## src/rtl/crypt_uart_rx_if.sv

```systemverilog
// Bus between the UART receiver and the encrypt stage: serial line, key path and plaintext handshake.
// Carries parity_err only when CRYPT_RX_PARITY_EN is defined.
interface crypt_uart_rx_if;
    logic       rx;
    logic       key_reload;
    logic       inp_ready;
    logic [7:0] key;
    logic       key_loaded;
    logic [7:0] inp;
    logic       inp_valid;
    logic       frame_err;
    logic       overrun;
`ifdef CRYPT_RX_PARITY_EN
    logic       parity_err;

    modport master (input rx, key_reload, inp_ready,
                    output key, key_loaded, inp, inp_valid, frame_err, overrun, parity_err);
    modport slave  (output rx, key_reload, inp_ready,
                    input key, key_loaded, inp, inp_valid, frame_err, overrun, parity_err);
`else
    modport master (input rx, key_reload, inp_ready,
                    output key, key_loaded, inp, inp_valid, frame_err, overrun);
    modport slave  (output rx, key_reload, inp_ready,
                    input key, key_loaded, inp, inp_valid, frame_err, overrun);
`endif
endinterface

```

## src/rtl/crypt_uart_rx.sv

```systemverilog
// UART receiver for the 8-bit cryptosystem: first byte (or first after key_reload) is the key, later bytes plaintext.
// Optional macro CRYPT_RX_PARITY_EN switches framing from 8N1 to 8E1 and adds parity_err.
module crypt_uart_rx #(
    parameter int         CLKS_PER_BIT = 104,
    parameter logic [7:0] KEY_RESET    = 8'h00
) (
    input  logic            clk,
    input  logic            rst_n,
    crypt_uart_rx_if.master bus
);
    localparam int               CNT_W   = $clog2(CLKS_PER_BIT);
    localparam logic [CNT_W-1:0] CNT_Z   = {CNT_W{1'b0}};
    // Two cycles of the half-bit wait are already spent in the synchronizer.
    localparam logic [CNT_W-1:0] HALF_M2 = CNT_W'(CLKS_PER_BIT / 2 - 2);
    localparam logic [CNT_W-1:0] BIT_END = CNT_W'(CLKS_PER_BIT - 1);

`ifdef CRYPT_RX_PARITY_EN
    typedef enum logic [2:0] {IDLE = 3'd0, START = 3'd1, DATA = 3'd2, PARITY = 3'd3,
                              STOP = 3'd4, WAIT_IDLE = 3'd5} state_t;
    localparam state_t AFTER_DATA = PARITY;
`else
    typedef enum logic [2:0] {IDLE = 3'd0, START = 3'd1, DATA = 3'd2,
                              STOP = 3'd4, WAIT_IDLE = 3'd5} state_t;
    localparam state_t AFTER_DATA = STOP;
`endif

    state_t           r_state, w_state_nx;
    logic [CNT_W-1:0] r_cnt, w_cnt_nx;
    logic [2:0]       r_bit, w_bit_nx;
    logic [7:0]       r_shift, w_shift_nx;
    logic             r_sync1, r_sync2;
    logic             w_rx, w_commit, w_ferr, w_par_ok, w_to_key;
    logic [7:0]       r_key, r_inp;
    logic             r_key_loaded, r_inp_valid, r_frame_err, r_overrun;

`ifdef CRYPT_RX_PARITY_EN
    logic r_par_bad, w_par_nx, w_perr, r_parity_err;
    assign w_par_ok       = !r_par_bad;
    assign bus.parity_err = r_parity_err;
`else
    assign w_par_ok = 1'b1;
`endif

    assign w_rx     = r_sync2;
    assign w_to_key = !r_key_loaded || bus.key_reload;

    // Next-state and bit sampling decisions.
    always_comb begin
        w_state_nx = r_state;
        w_cnt_nx   = r_cnt + 1'b1;
        w_bit_nx   = r_bit;
        w_shift_nx = r_shift;
        w_commit   = 1'b0;
        w_ferr     = 1'b0;
`ifdef CRYPT_RX_PARITY_EN
        w_par_nx   = r_par_bad;
        w_perr     = 1'b0;
`endif
        case (r_state)
            IDLE: begin
                w_cnt_nx = CNT_Z;
                w_bit_nx = 3'd0;
                if (!w_rx) w_state_nx = START;
                else       w_state_nx = IDLE;
            end
            START: begin
                if (r_cnt == HALF_M2) begin
                    w_cnt_nx = CNT_Z;
                    if (w_rx) w_state_nx = IDLE;
                    else      w_state_nx = DATA;
                end else begin
                    w_state_nx = START;
                end
            end
            DATA: begin
                if (r_cnt == BIT_END) begin
                    w_cnt_nx   = CNT_Z;
                    w_shift_nx = {w_rx, r_shift[7:1]};
                    w_bit_nx   = r_bit + 3'd1;
                    if (r_bit == 3'd7) w_state_nx = AFTER_DATA;
                    else               w_state_nx = DATA;
                end else begin
                    w_state_nx = DATA;
                end
            end
`ifdef CRYPT_RX_PARITY_EN
            PARITY: begin
                if (r_cnt == BIT_END) begin
                    w_cnt_nx   = CNT_Z;
                    w_par_nx   = ^{r_shift, w_rx};
                    w_state_nx = STOP;
                end else begin
                    w_state_nx = PARITY;
                end
            end
`endif
            STOP: begin
                if (r_cnt == BIT_END) begin
                    w_cnt_nx = CNT_Z;
`ifdef CRYPT_RX_PARITY_EN
                    w_perr   = r_par_bad;
`endif
                    if (w_rx) begin
                        w_state_nx = IDLE;
                        w_commit   = w_par_ok;
                    end else begin
                        w_state_nx = WAIT_IDLE;
                        w_ferr     = 1'b1;
                    end
                end else begin
                    w_state_nx = STOP;
                end
            end
            WAIT_IDLE: begin
                w_cnt_nx = CNT_Z;
                if (w_rx) w_state_nx = IDLE;
                else      w_state_nx = WAIT_IDLE;
            end
            default: begin
                w_cnt_nx   = CNT_Z;
                w_state_nx = IDLE;
            end
        endcase
    end

    // Synchronizer and FSM registers.
    always_ff @(posedge clk) begin
        if (!rst_n) begin
            r_sync1   <= 1'b1;
            r_sync2   <= 1'b1;
            r_state   <= IDLE;
            r_cnt     <= CNT_Z;
            r_bit     <= 3'd0;
            r_shift   <= 8'h00;
`ifdef CRYPT_RX_PARITY_EN
            r_par_bad <= 1'b0;
`endif
        end else begin
            r_sync1   <= bus.rx;
            r_sync2   <= r_sync1;
            r_state   <= w_state_nx;
            r_cnt     <= w_cnt_nx;
            r_bit     <= w_bit_nx;
            r_shift   <= w_shift_nx;
`ifdef CRYPT_RX_PARITY_EN
            r_par_bad <= w_par_nx;
`endif
        end
    end

    // Commit routing, plaintext handshake and error flags.
    always_ff @(posedge clk) begin
        if (!rst_n) begin
            r_key          <= KEY_RESET;
            r_key_loaded   <= 1'b0;
            r_inp          <= 8'h00;
            r_inp_valid    <= 1'b0;
            r_frame_err    <= 1'b0;
            r_overrun      <= 1'b0;
`ifdef CRYPT_RX_PARITY_EN
            r_parity_err   <= 1'b0;
`endif
        end else begin
            r_frame_err <= w_ferr;
`ifdef CRYPT_RX_PARITY_EN
            r_parity_err <= w_perr;
`endif
            if (w_commit && w_to_key) begin
                r_key        <= r_shift;
                r_key_loaded <= 1'b1;
            end else if (bus.key_reload) begin
                r_key_loaded <= 1'b0;
            end else begin
                r_key_loaded <= r_key_loaded;
            end

            if (w_commit && !w_to_key) begin
                if (!r_inp_valid || bus.inp_ready) begin
                    r_inp       <= r_shift;
                    r_inp_valid <= 1'b1;
                end else begin
                    r_overrun   <= 1'b1;
                end
            end else if (r_inp_valid && bus.inp_ready) begin
                r_inp_valid <= 1'b0;
            end else begin
                r_inp_valid <= r_inp_valid;
            end
        end
    end

    assign bus.key        = r_key;
    assign bus.key_loaded = r_key_loaded;
    assign bus.inp        = r_inp;
    assign bus.inp_valid  = r_inp_valid;
    assign bus.frame_err  = r_frame_err;
    assign bus.overrun    = r_overrun;
endmodule

```

## src/flat_wrapper.sv

```systemverilog
// flat-port wrapper written by rule: the top's interface ports become plain ports
module crypt_uart_rx_flat 
#(
    parameter int         CLKS_PER_BIT = 104,
    parameter logic [7:0] KEY_RESET    = 8'h00
)
  (clk, rst_n, bus_rx, bus_key_reload, bus_inp_ready, bus_key, bus_key_loaded, bus_inp, bus_inp_valid, bus_frame_err, bus_overrun);
  crypt_uart_rx_if bus_i ();
  input  logic clk;
  input  logic rst_n;
  input wire logic [$bits(bus_i.rx)-1:0] bus_rx;
  input wire logic [$bits(bus_i.key_reload)-1:0] bus_key_reload;
  input wire logic [$bits(bus_i.inp_ready)-1:0] bus_inp_ready;
  output wire logic [$bits(bus_i.key)-1:0] bus_key;
  output wire logic [$bits(bus_i.key_loaded)-1:0] bus_key_loaded;
  output wire logic [$bits(bus_i.inp)-1:0] bus_inp;
  output wire logic [$bits(bus_i.inp_valid)-1:0] bus_inp_valid;
  output wire logic [$bits(bus_i.frame_err)-1:0] bus_frame_err;
  output wire logic [$bits(bus_i.overrun)-1:0] bus_overrun;
  assign bus_i.rx = bus_rx;
  assign bus_i.key_reload = bus_key_reload;
  assign bus_i.inp_ready = bus_inp_ready;
  assign bus_key = bus_i.key;
  assign bus_key_loaded = bus_i.key_loaded;
  assign bus_inp = bus_i.inp;
  assign bus_inp_valid = bus_i.inp_valid;
  assign bus_frame_err = bus_i.frame_err;
  assign bus_overrun = bus_i.overrun;
  crypt_uart_rx #(.CLKS_PER_BIT(CLKS_PER_BIT), .KEY_RESET(KEY_RESET)) u_core (.clk(clk), .rst_n(rst_n), .bus(bus_i));
endmodule
```

## config.mk

```make
export PLATFORM = sky130hd
export DESIGN_NAME = crypt_uart_rx_flat
export DESIGN_NICKNAME = d
export VERILOG_FILES = /design/src/rtl/crypt_uart_rx_if.sv /design/src/rtl/crypt_uart_rx.sv /design/src/flat_wrapper.sv
export SDC_FILE = /design/constraint.sdc
export NUM_CORES = 1
export LEC_CHECK = 0
export BUFFER_PORTS_ARGS = -buffer_cell sky130_fd_sc_hd__buf_2
export CELL_PAD_IN_SITES_DETAIL_PLACEMENT = 1
export CELL_PAD_IN_SITES_GLOBAL_PLACEMENT = 1
export CORE_MARGIN = 5
export CORE_UTILIZATION = 38
export DETAILED_ROUTE_END_ITERATION = 16
export PLACE_DENSITY_LB_ADDON = 0.1
export SLEW_MARGIN = 20
export SYNTH_ARGS = -nofsm -noshare
export SYNTH_HDL_FRONTEND = slang
export SYNTH_SLANG_ARGS = --single-unit
```

## constraint.sdc

```tcl
create_clock -name clk -period 1.5 [get_ports clk]
set_input_delay 0.15 -clock clk [delete_from_list [all_inputs] [get_ports clk]]
set_output_delay 0.15 -clock clk [all_outputs]
set_load 0.005 [all_outputs]
```

# Word level (Yosys, flattened, before mapping)
# Cells that the tools add are included.
word_totals:
  regBits: 43
  out_inout_bits: 20
op_classes:
  eq_ne: 9
  bitwise_logic: 1
  mux: 22
  reduce_logical: 19
  n_addsub: 2
ops:
  columns: ["cell", "n"]
  rows:
  - ["$mux W3", 5]
  - ["$pmux W3 S5", 1]
  - ["$mux W7", 2]
  - ["$pmux W7 S2", 1]
  - ["$mux W1", 10]
  - ["$reduce_and A2 Y1", 5]
  - ["$eq A3 B3 Y1 const B", 3]
  - ["$add A7 B1 Y7 const B", 1]
  - ["$eq A7 B6 Y1 const B", 1]
  - ["$eq A7 B7 Y1 const B", 1]
  - ["$pmux W3 S2", 1]
  - ["$reduce_bool A2 Y1", 3]
  - ["$mux W2", 2]
  - ["$add A3 B1 Y3 const B", 1]
  - ["$eq A3 B1 Y1 const B", 1]
  - ["$eq A3 B2 Y1 const B", 1]
  - ["$logic_and A1 B1 Y1", 3]
  - ["$logic_not A1 Y1", 3]
  - ["$logic_not A3 Y1", 1]
  - ["$reduce_and A3 Y1", 1]
  - ["$logic_or A1 B1 Y1", 2]
  - ["$ne A2 B1 Y1 const B", 1]
  - ["$ne A2 B2 Y1 const B", 1]
  - ["$reduce_or A2 Y1", 1]
  - ["$not A1 Y1", 1]

# Longest topological paths before layout
# Gate-level depths: netlist of the first run.
logic_depth:
  ltp_word: 6
  depth_mapped: 8
  mapped_depth_nobuf: 6

# Worst setup path after synthesis of the first run
# Ideal clock, no wire load.
synth_timing:
  path_type: "flip-flop to flip-flop"
  startpoint: "reg u_core.r_cnt[0]"
  endpoint: "reg u_core.r_overrun, in the netlist u_core.bus.overrun"
  arrival_time_ns: 1.434
  setup_slack_ns: -0.061
  setup_time_ns: 0.128
  path_stages_with_launch: 9
  t_required_ns: 1.372
  path_buffers: 3
  path_cell_list: "dfxtp_1 ha_1 and2_1 buf_2 and4_1 buf_6 buf_8 a31oi_1 nor2_1"
synth_between:
  elab_chain_len: 5
synth_lines:
  columns: ["element", "line", "source"]
  rows:
  - ["start: declaration", "crypt_uart_rx.sv:28", "logic [CNT_W-1:0] r_cnt, w_cnt_nx;"]
  - ["start signal: assignment", "crypt_uart_rx.sv:142", "r_cnt <= w_cnt_nx;"]
  - ["$eq A7 B7 Y1", "crypt_uart_rx.sv:98", "if (r_cnt == BIT_END) begin"]
  - ["$mux W1", "crypt_uart_rx.sv:98", null]
  - ["$mux W1", "crypt_uart_rx.sv:59", "case (r_state)"]
  - ["$logic_and A1 B1 Y1", "crypt_uart_rx.sv:177", "if (w_commit && !w_to_key) begin"]
  - ["$reduce_and A2 Y1 (no source line)", null, null]
  - ["end signal: assignment", "crypt_uart_rx.sv:159", "r_overrun <= 1'b0;"]
  - ["end signal: assignment", "crypt_uart_rx.sv:182", "r_overrun <= 1'b1;"]
  - ["end: declaration", "crypt_uart_rx.sv:34", "logic r_key_loaded, r_inp_valid, r_frame_err, r_overrun;"]
# Every way passes these cells.
# A chain may end at the register's enable or synchronous reset.

# Worst setup path after layout of the first run
layout_timing:
  startpoint: "reg u_core.r_cnt[3]"
  endpoint: "reg u_core.r_inp[2], in the netlist u_core.bus.inp[2]"
layout_between:
  elab_chain_len: 5
layout_lines:
  columns: ["element", "line", "source"]
  rows:
  - ["$eq A7 B7 Y1", "crypt_uart_rx.sv:98", null]
  - ["$mux W1", "crypt_uart_rx.sv:98", null]
  - ["$mux W1", "crypt_uart_rx.sv:59", null]
  - ["$logic_and A1 B1 Y1", "crypt_uart_rx.sv:177", null]
  - ["$reduce_and A2 Y1 (no source line)", null, null]
  - ["end signal: assignment", "crypt_uart_rx.sv:179", "r_inp <= r_shift;"]
  - ["end: declaration", "crypt_uart_rx.sv:33", "logic [7:0] r_key, r_inp;"]
# Every way passes these cells.

==> metrics, run 1 <==
outcome=finished clean; Initial Util=38.8%; power per cell area=828 nW/um^2; clock sinks=43; Worst Hold Launch=bus_rx; Worst EP arrival=1.65 ns; Worst setup EP type=flop; Tcrit/Tclk final=between 90% and 100%; gr usage total=17.4%; Startpoint Class=flop; die outline height=between 70 and 80 um; VDD IR-drop max=between 200 and 300 uV; reg-to-reg startpoint=u_core.r_cnt[3]$_SDFF_PN0_; initial antenna violation count=0; commonest non-fill, non-tap cell in the layout=dfxtp_1; grt ovf=0; slew margin rel.=a little over half; WL/cell=between 15 and 20 um; area grow syn2layout=31.1%; instance area at placement=2150 um^2; Reg2Reg Capture Point=u_core.bus.inp[2]$_SDFFE_PN0P_; Synthesized Nets=213; slack of the critical path=approximately 0.028 ns; vias in the first global route=about 1800; Crit Path Category=reg -> reg; Synth Cell Area=1810 um^2; register area share after synthesis=47.5%; Syn Inst Count=204; GP Congestion=0.851; pre-CTS WS=-0.116 ns; Max Freq=0.679 GHz; Worst Reg-to-Reg Cells=5; R2R Setup Slk=0.03 ns; residual DRC count=0; total core area=between 4000 and 5000 um^2; CP max FO=17; worst skew pair latency=0.30 ns; n_diodes=0; Synthesis Warnings=0; Critical Path, Cell by Cell=and4bb_4 -> nand4_4 -> buf_12 -> o31ai_2 -> a21oi_2; Final Hold Fails=0; First-pass DRT Iterations=4; first-pass GRT wire length=8410 um; Clock Tree Root=clkbuf_8; Hold Path Class=in -> reg; drt total wl=5180 um; RSZ-0062 raised after global routing=yes; proportion of layout cells with a drive suffix above 1=37.5%; Port Buffers=24; DRT antenna net count=0; share of synthesized registers carrying an async set or reset=0%; Min Hold Slack=0.0237 ns; CTS tree=done; # nets final=around 260; maxcap violations=0; slowest library cell on the worst path=and4bb_4; Worst-path clk slew=0.08 ns; io pins=25; Via Count=between 1500 and 2000; Slew Viols, Final=0; Finished Cell Area=2370 um^2; Vias/cell=5.55; TritonCTS Buffers=5; largest net degree at the start of global routing=30; EDFF count, synth=0; #FFs+latches synth=43; max incr delay on CP=0.38 ns; Final HPWL DP=between 3000 and 4000 um; worst hold endpoint=u_core.r_sync1$_SDFF_PN1_; Yosys cell types=37; skew final=0.00556 ns; Std-Cell Rows=25; htree depth=2; DR iter-0 viols=98; most frequent cells in the layout=dfxtp_1 (36), buf_4 (27), buf_2 (24); clock period minus worst slack=1.47 ns; die width=79.0 um; die area=6240 um^2; Filler Cell Count=551; Final setup violation count=0; deepest clock path buffer count=2; Hold Buf Count CTS=0; WHS Path Cells=2; LEAKAGE=roughly 0.89 nW; Worst Path Required=1.68 ns; main flop type after synthesis=dfxtp_1; mean post-synth cell area=8.87 um^2; worst slew pin tran=0.696 ns
-- cells by family after synthesis --
logic type | share of synthesized area [%]
buffers and inverters | 5.53
multiplexers | 0.553
XOR/XNOR | 2.42
AO/OA/AOI/OAI | 17.9
AND/OR/NAND/NOR | 23.3
adder cells (fa/ha/maj) | 2.76
flip-flops | 47.5
-- per-layer routing --
layer / global-route usage (%) / up-vias / share of wire (%)
li1: - / 811 / -
met1: 18.0 / 831 / 40
met2: 31.8 / 22 / 54
met3: 3.85 / 12 / 2.6
met4: 10.5 / 0 / 2.9
met5: 0 / - / 0
-- synthesized netlist by cell type, types with 2 or more instances --
cell type  count  share of area (%)
o22ai_1        3                1.0
buf_1          4               0.83
clkbuf_1       6                1.2
inv_1          3               0.62
nand4_1       10                3.5
nor2b_1        3                1.0
buf_2          5                1.4
nor3_1         4                1.1
xor2_1         3                1.5
nand3_1       17                4.7
nand2b_1       7                2.4
o21ai_1        9                2.5
nand2_1       18                3.7
ha_1           4                2.8
nor2_1        10                2.1
a211oi_1       2               0.83
xnor2_1        2               0.97
dfxtp_1       43                 48
and2_1         2               0.69
a21oi_1       26                7.2
o31ai_1        7                2.9
-- report_power, final --
part           internal (W)  total [W]  switching (W)
clock network      0.000362   0.000756       0.000394
logic             0.0000223  0.0000571      0.0000347
registers           0.00115    0.00115     0.00000677
-- stage by stage --
stage	instances	setup TNS [ns]	power, W	util [%]
floorplan	204	0	0.00120	-
global placement	292	-0.602	0.00123	46.1
detailed placement	292	-2.04	0.00123	46.1
CTS	299	0	0.00198	49.1
global route	302	-0.486	0.00205	50.9
finish	302	0	0.00197	50.9
-- registers in the layout, summed over array words and instances, names as in the netlist --
register / count
u_core.bus.overrun: 1
u_core.bus.inp: 8
u_core.r_bit: 3
u_core.bus.key: 8
u_core.bus.inp_valid: 1
u_core.r_cnt: 7
u_core.bus.frame_err: 1
u_core.r_shift: 8
u_core.r_state: 3
u_core.r_sync2: 1
u_core.r_sync1: 1
u_core.bus.key_loaded: 1
-- layout make-up --
cell class	instances	area, um^2	area share [%]
Clock buffer	6	82.6	3.48
Clock inverter	1	5.00	0.211
Inverter	3	11.3	0.474
Multi-Input combinational cell	141	963	40.6
Sequential cell	43	870	36.6
Tap cell	54	67.6	2.85
Timing Repair Buffer	54	374	15.8
-- worst max-delay path: cells and delay by family (launching register included) --
family,cells,cell delay [ns]
compound gates,2,0.34
buf+inv,1,0.19
flops,1,0.32
simple gates,2,0.50
-- repair_timing --
action	in CTS	in global routing
endpoints found under the setup margin	36	37
setup buffers	0	3
pin swaps	1	15
resized for setup	14	19
-- worst max path at each step --
stage	slack, ns	depth (start not counted)	to	startpoint
after floorplan	0.01	8	u_core.bus.inp_valid$_SDFFE_PN0P_	u_core.r_cnt[1]$_SDFF_PN0_
after CTS	0.002	6	u_core.bus.inp[2]$_SDFFE_PN0P_	u_core.r_cnt[1]$_SDFF_PN0_
final	0.03	5	u_core.bus.inp[2]$_SDFFE_PN0P_	u_core.r_cnt[3]$_SDFF_PN0_
after global placement	-0.05	7	u_core.r_cnt[4]$_SDFF_PN0_	u_core.r_cnt[1]$_SDFF_PN0_
after detailed placement	-0.12	6	u_core.r_shift[1]$_SDFFE_PN0P_	u_core.r_state[1]$_SDFF_PN0_
after global routing	-0.06	5	u_core.bus.inp[4]$_SDFFE_PN0P_	u_core.r_state[0]$_SDFF_PN0_
Power figures use the tool's default switching activity.
==> inputs of run 2 (changes only) <==
ABC_AREA = 1   (was not set)
CORE_UTILIZATION = 37   (was 38)
==> metrics, run 2 <==
main flop type after synthesis=dfxtp_1; Final Hold Fails=0 (unchanged); # nets final=277 (+7.8%); die width=79.4 um (+0.47%); Synth area leaders=dfxtp_1 (48%), nor2_1 (7.2%), nand2_1 (6.7%); post-synthesis mux area share=0% (-0.55 points); Synthesis Warnings=0 (unchanged); count leader, synth=dfxtp_1; skew final=0.0130 ns (+0.00743 ns); internal power=0.00149 W (-2.7%); WHS Path Cells=2 (unchanged); Port Buffers=24 (unchanged); power per cell area=889 nW/um^2 (+7.4%); Filler Cell Count=600 (+8.9%); Initial Util=38.0% (-0.87 points); max incr delay on CP=0.36 ns (-0.02 ns); Tot Pwr=0.00195 W (-0.84%); Via Count=1572 (-6.2%); RSZ-0062 raised after global routing=yes; number of cells on the critical path=7 (+2); EDFF count, synth=0 (unchanged); Post-Synth XOR/XNOR Area=1.97% (-0.45 points); DRT antenna net count=0 (unchanged); Clock Tree Root=clkbuf_8; io pins=25 (unchanged); total core area=4690 um^2 (+0.67%); proportion of layout cells with a drive suffix above 1=24.2% (-13 points); GP Congestion=0.748 (-12%); Worst Reg-to-Reg Cells=7 (+2); WL/cell=13.5 um (-21%); Worst setup EP type=flop; Final setup violation count=0 (unchanged); Startpoint Class=flop; DR iter-0 viols=59 (-40%); largest family of logic cells by synthesized area=simple AND/OR/NAND/NOR gates; Finished Cell Area=2190 um^2 (-7.6%); commonest non-fill, non-tap cell in the layout=dfxtp_1; Yosys cell types=25 (-32%); TritonCTS Buffers=5 (unchanged); setup TNS=0 ns (unchanged); grt ovf=0 (unchanged); #FFs+latches synth=43 (unchanged); mean post-synth cell area=7.71 um^2 (-13%); first-pass GRT wire length=7120 um (-15%); Std-Cell Rows=25 (unchanged); area taken by multi-input logic gates=820 um^2 (-15%); Final HPWL DP=3180 um (-13%); largest net degree at the start of global routing=22 (-27%); clock period minus worst slack=1.41 ns (-0.0653 ns); Synth top area share=48.3% (+0.77 points); area grow syn2layout=23.0%; share of synthesized registers carrying an async set or reset=0% (unchanged); power share of the sequential group=58.8% (+0.2 points); slack of the critical path=0.0932 ns (+0.0653 ns); maxcap violations=0 (unchanged); non-filler cells, final=323 (+7.0%); die outline height=79.4 um (+0.47%); n_diodes=0 (unchanged); deepest clock path buffer count=2 (unchanged); pre-CTS WS=-0.0000850 ns (+0.116 ns); placed cells=312 (+6.8%); clock sinks=43 (unchanged); die area=6300 um^2 (+0.94%); Adder-Cell Fraction of Synth Area=2.81% (+0.045 points); slowest library cell on the worst path=dfxtp_2; Crit Path Category=reg -> reg; Synth top cells by count=dfxtp_1 (43), nor2_1 (34), nand2_1 (32), inv_1 (24); VDD IR-drop max=408 uV (+37%); instance area at placement=2030 um^2 (-5.5%); Worst Path Required=1.74 ns (+0.06 ns); clock power share=38.1% (-0.4 points); most frequent cells in the layout=dfxtp_1 (40), nor2_1 (32), nand2_1 (32); P_sw=0.000461 W (+5.8%); drt total wl=4360 um (-16%); gr usage total=14.6% (-2.8 points); Vias/cell=4.87 (-12%); crit-path leading delay family=simple AND/OR/NAND/NOR gates; crit path buf inv count=0 (-1); switch share=23.7% (+1.5 points); Synth Area in Simple Gates=28.7% (+5.4 points); Synth Cell Area=1780 um^2 (-1.6%); residual DRC count=0 (unchanged); LEAKAGE=0.894 nW (+0.46%); CP max FO=8 (-9); slew margin rel.=73.8% (+20 points); CTS tree=done; initial antenna violation count=0 (unchanged); post-synthesis compound-gate area fraction=10.1% (-7.8 points); Worst EP arrival=1.65 ns (about the same); htree depth=2 (unchanged); register area share after synthesis=48.3% (+0.77 points); Tcrit/Tclk final=93.8% (-4.4 points); FF+latch area=865 um^2 (-0.58%); Max Freq=0.711 GHz (+4.6%); First-pass DRT Iterations=4 (unchanged); worst slew pin tran=0.393 ns (-0.302 ns); Synthesized Nets=240 (+13%); leading area contributor after synthesis=dfxtp_1; outcome=finished clean; Critical Path, Cell by Cell=ha_4 -> nand3_2 -> nor2_4 -> nand4_1 -> nor2_4 -> nor2_1 -> nor2_1; Syn Inst Count=231 (+13%); worst skew pair latency=0.30 ns (about the same); Worst-path clk slew=0.08 ns (about the same); Slew Viols, Final=0 (unchanged); vias in the first global route=1517 (-14%); Logic pwr share=3.1% (+0.2 points); Hold Path Class=in -> reg
[run 2: cell types whose count changed in the layout (fill, tap and decap cells not counted), moves of 3 or more]
cell,previous run,this run
nand3_1,16,20
buf_4,27,10
dfxtp_2,7,3
o21ai_1,9,0
clkinv_1,0,3
nor2_1,6,32
inv_1,3,24
nand2b_1,7,0
o21ai_0,0,11
o22ai_1,3,0
dfxtp_1,36,40
nand2_1,18,32
o31ai_1,5,0
o31ai_2,3,0
[run 2: path summary, 6_finish.rpt]
| kind | start | end | slack (ns) |
|---|---|---|---|
| worst max register to register | u_core.r_cnt[0]$_SDFF_PN0_ | u_core.bus.inp[6]$_SDFFE_PN0P_ | 0.09 |
| worst max-delay path | u_core.r_cnt[0]$_SDFF_PN0_ | u_core.bus.inp[6]$_SDFFE_PN0P_ | 0.09 |
| worst min register to register | u_core.r_sync1$_SDFF_PN1_ | u_core.r_sync2$_SDFF_PN1_ | 0.42 |
| worst min-delay path | bus_rx | u_core.r_sync1$_SDFF_PN1_ | 0.04 |
[run 2: cell families (layout without fill, tap and decap cells)]
kind of cell	count (synthesis)	after routing
and+or+nand+nor	110	110
DFF	43	43
AOI/OAI and AO/OA	35	35
buffers and inverters	35	73
adders and majority gates	4	4
xor gates and xnor gates	4	4
[run 2: cell type report]
class	count	share of cell area (%)
clock buffer	5	3.14
multi-input combinational	153	37.4
timing repair buffer	37	11.2
clock inverter	3	0.913
tap	54	3.08
inverter	28	4.79
sequential	43	39.4
[run 2: metal layers]
metal / GRT usage [%] / wire length [um] / up-vias
met5: 0 / 0 / -
met4: 5.15 / 56 / 0
met3: 3.27 / 131 / 7
met2: 21.1 / 1790 / 25
met1: 21.2 / 2380 / 712
li1: - / - / 828
[run 2: power by group through the flow]
stage,combinational (W),sequential (W),clock [W]
2_1_floorplan,0.0000352,0.00117,0
3_3_place_gp,0.0000561,0.00117,0
3_5_place_dp,0.0000572,0.00117,0
4_1_cts,0.0000574,0.00115,0.000768
5_1_grt,0.0000696,0.00115,0.000829
6_report,0.0000604,0.00115,0.000742
[run 2: metrics by stage]
step | hold WS [ns] | utilization (%)
detailed placement | 0.343 | 43.3
CTS | 0.0297 | 45.1
global placement | 0.341 | 43.3
global route | 0.0389 | 46.7
floorplan | 0.257 | -
finish | 0.0419 | 46.7
[run 2: timing repair]
action / 4_1_cts / 5_1_grt
gates cloned: 0 / 0
resized for setup: 0 / 13
endpoints found under the setup margin: 7 / 35
hold buffers: 0 / 0
setup buffers: 0 / 3
pin swaps: 1 / 7
==> inputs of run 3 (changes only) <==
CORE_ASPECT_RATIO = 1.5   (was not set)
CORE_UTILIZATION = 39   (was 37)
CTS_BUF_LIST = sky130_fd_sc_hd__clkbuf_4   (was not set)
==> metrics, run 3 (synthesis gave the netlist of run 2 again) <==
non-filler cells, final=322 (-0.31%); deepest clock path buffer count=2 (unchanged); total core area=4470 um^2 (-4.8%); Final Hold Fails=0 (unchanged); Std-Cell Rows=30 (+20%); largest net degree at the start of global routing=21 (-4.5%); commonest non-fill, non-tap cell in the layout=dfxtp_1; Via Count=1591 (+1.2%); area grow syn2layout=22.9%; # nets final=282 (+1.8%); vias in the first global route=1657 (+9.2%); DR iter-0 viols=47 (-20%); maxcap violations=0 (unchanged); slew margin rel.=81.8% (+8.0 points); Worst setup EP type=flop; worst skew pair latency=0.35 ns (+0.05 ns); VDD IR-drop max=667 uV (+63%); RSZ-0062 raised after global routing=yes; Max Freq=0.704 GHz (-0.92%); die area=6050 um^2 (-4.1%); Vias/cell=4.94 (+1.5%); outcome=finished clean; Slew Viols, Final=0 (unchanged); placed cells=310 (-0.64%); internal power=0.00139 W (-6.7%); LEAKAGE=0.918 nW (+2.6%); slack of the critical path=0.0800 ns (-0.0131 ns); TritonCTS Buffers=5 (unchanged); CTS tree=done; gr usage total=15.2% (+0.58 points); Initial Util=39.9% (+1.9 points); htree depth=2 (unchanged); grt ovf=0 (unchanged); proportion of layout cells with a drive suffix above 1=27.0% (+2.8 points); Logic pwr share=3.5% (+0.4 points); Final setup violation count=0 (unchanged); most frequent cells in the layout=dfxtp_1 (37), nor2_1 (33), nand2_1 (32); Final HPWL DP=3250 um (+2.0%); setup TNS=0 ns (unchanged); die outline height=92.8 um (+17%); clock sinks=43 (unchanged); CP max FO=8 (unchanged); drt total wl=4280 um (-1.8%); GP Congestion=0.851 (+14%); io pins=25 (unchanged); residual DRC count=0 (unchanged); Worst EP arrival=1.68 ns (+0.03 ns); Hold Path Class=in -> reg; Clock Tree Root=clkbuf_4; power share of the sequential group=63.7% (+4.9 points); pre-CTS WS=-0.0384 ns (-0.0384 ns); Startpoint Class=flop; Min Hold Slack=0.124 ns (+0.0824 ns); n_diodes=0 (unchanged); Tcrit/Tclk final=94.7% (+0.88 points); Worst Path Required=1.76 ns (+0.02 ns); first-pass GRT wire length=7370 um (+3.5%); Port Buffers=24 (unchanged); die width=65.2 um (-18%); First-pass DRT Iterations=4 (unchanged); Crit Path Category=reg -> reg; skew final=0.0120 ns (-0.000974 ns); clock period minus worst slack=1.42 ns (+0.0131 ns); clock power share=32.8% (-5.3 points); DRT antenna net count=0 (unchanged); Worst-path clk slew=0.13 ns (+0.05 ns); post-layout util=49.0% (+2.3 points); worst slew pin tran=0.273 ns (-0.121 ns); switch share=23.0% (-0.64 points); power per cell area=824 nW/um^2 (-7.4%); R2R Setup Slk=0.08 ns (about the same); WL/cell=13.3 um (-1.5%); initial antenna violation count=0 (unchanged); P_sw=0.000415 W (-10%)
run 3: changes by cell type in the layout (fill, tap and decap cells not counted), sizes merged:
cell	before	now
clkbuf	5	7
buf	37	41
clkinvlp	2	0
dlygate4sd3	0	1
run 3: critical path, cell delays in order (launching register included):
cell and delay (ns):
dfxtp_2 0.37, ha_4 0.16, nand2_2 0.08, nor2_4 0.10, nand3_2 0.09, nor2_4 0.19, buf_6 0.15, nand4_1 0.08
nand2_1 0.08, nor2_1 0.04
run 3: path summary, 6_finish.rpt:
kind                                                  from                              to  cells past startpoint
worst min register to register   u_core.r_sync1$_SDFF_PN1_       u_core.r_sync2$_SDFF_PN1_                      1
worst max register to register  u_core.r_cnt[1]$_SDFF_PN0_  u_core.bus.inp[2]$_SDFFE_PN0P_                      9
worst min-delay path                                 rst_n    u_core.r_state[1]$_SDFF_PN0_                      3
worst max-delay path            u_core.r_cnt[1]$_SDFF_PN0_  u_core.bus.inp[2]$_SDFFE_PN0P_                      9
run 3: what timing repair did:
item | CTS | global route
hold endpoints to repair | 1 | 0
hold buffers | 1 | 0
endpoints found under the setup margin | 22 | 29
pin swaps | 1 | 10
buffers inserted | 1 | 2
gates resized for setup | 6 | 13
run 3: per-stage QoR:
step,cell area [um^2],total power [W]
final,2190,0.00180
after global routing,2190,0.00189
after CTS,2130,0.00183
after detailed placement,2030,0.00123
after global placement,2030,0.00123
after floorplan,1780,0.00121
run 3: power by group through the flow:
stage               Sequential (W)  Combinational, W  Clock [W]
detailed placement         0.00117         0.0000574          0
global placement           0.00117         0.0000569          0
finish                     0.00115         0.0000631   0.000592
global route               0.00115         0.0000732   0.000670
CTS                        0.00115         0.0000608   0.000619
floorplan                  0.00117         0.0000352          0
run 3: per-layer routing:
| layer | track usage [%] | vias up | routed length, um |
|---|---|---|---|
| met5 | 0 | - | 0 |
| met4 | 3.46 | 0 | 39 |
| met3 | 3.64 | 4 | 124 |
| met2 | 26.6 | 22 | 2170 |
| met1 | 18.4 | 732 | 1950 |
| li1 | - | 833 | - |
run 3: layout make-up:
| class | count | area [um^2] |
|---|---|---|
| Inverter | 28 | 105 |
| Sequential cell | 43 | 868 |
| Tap cell | 48 | 60.1 |
| Timing Repair Buffer | 42 | 265 |
| Clock inverter | 1 | 5.00 |
| Fill cell | 563 | 2280 |
| Multi-Input combinational cell | 153 | 833 |
| Clock buffer | 7 | 52.6 |
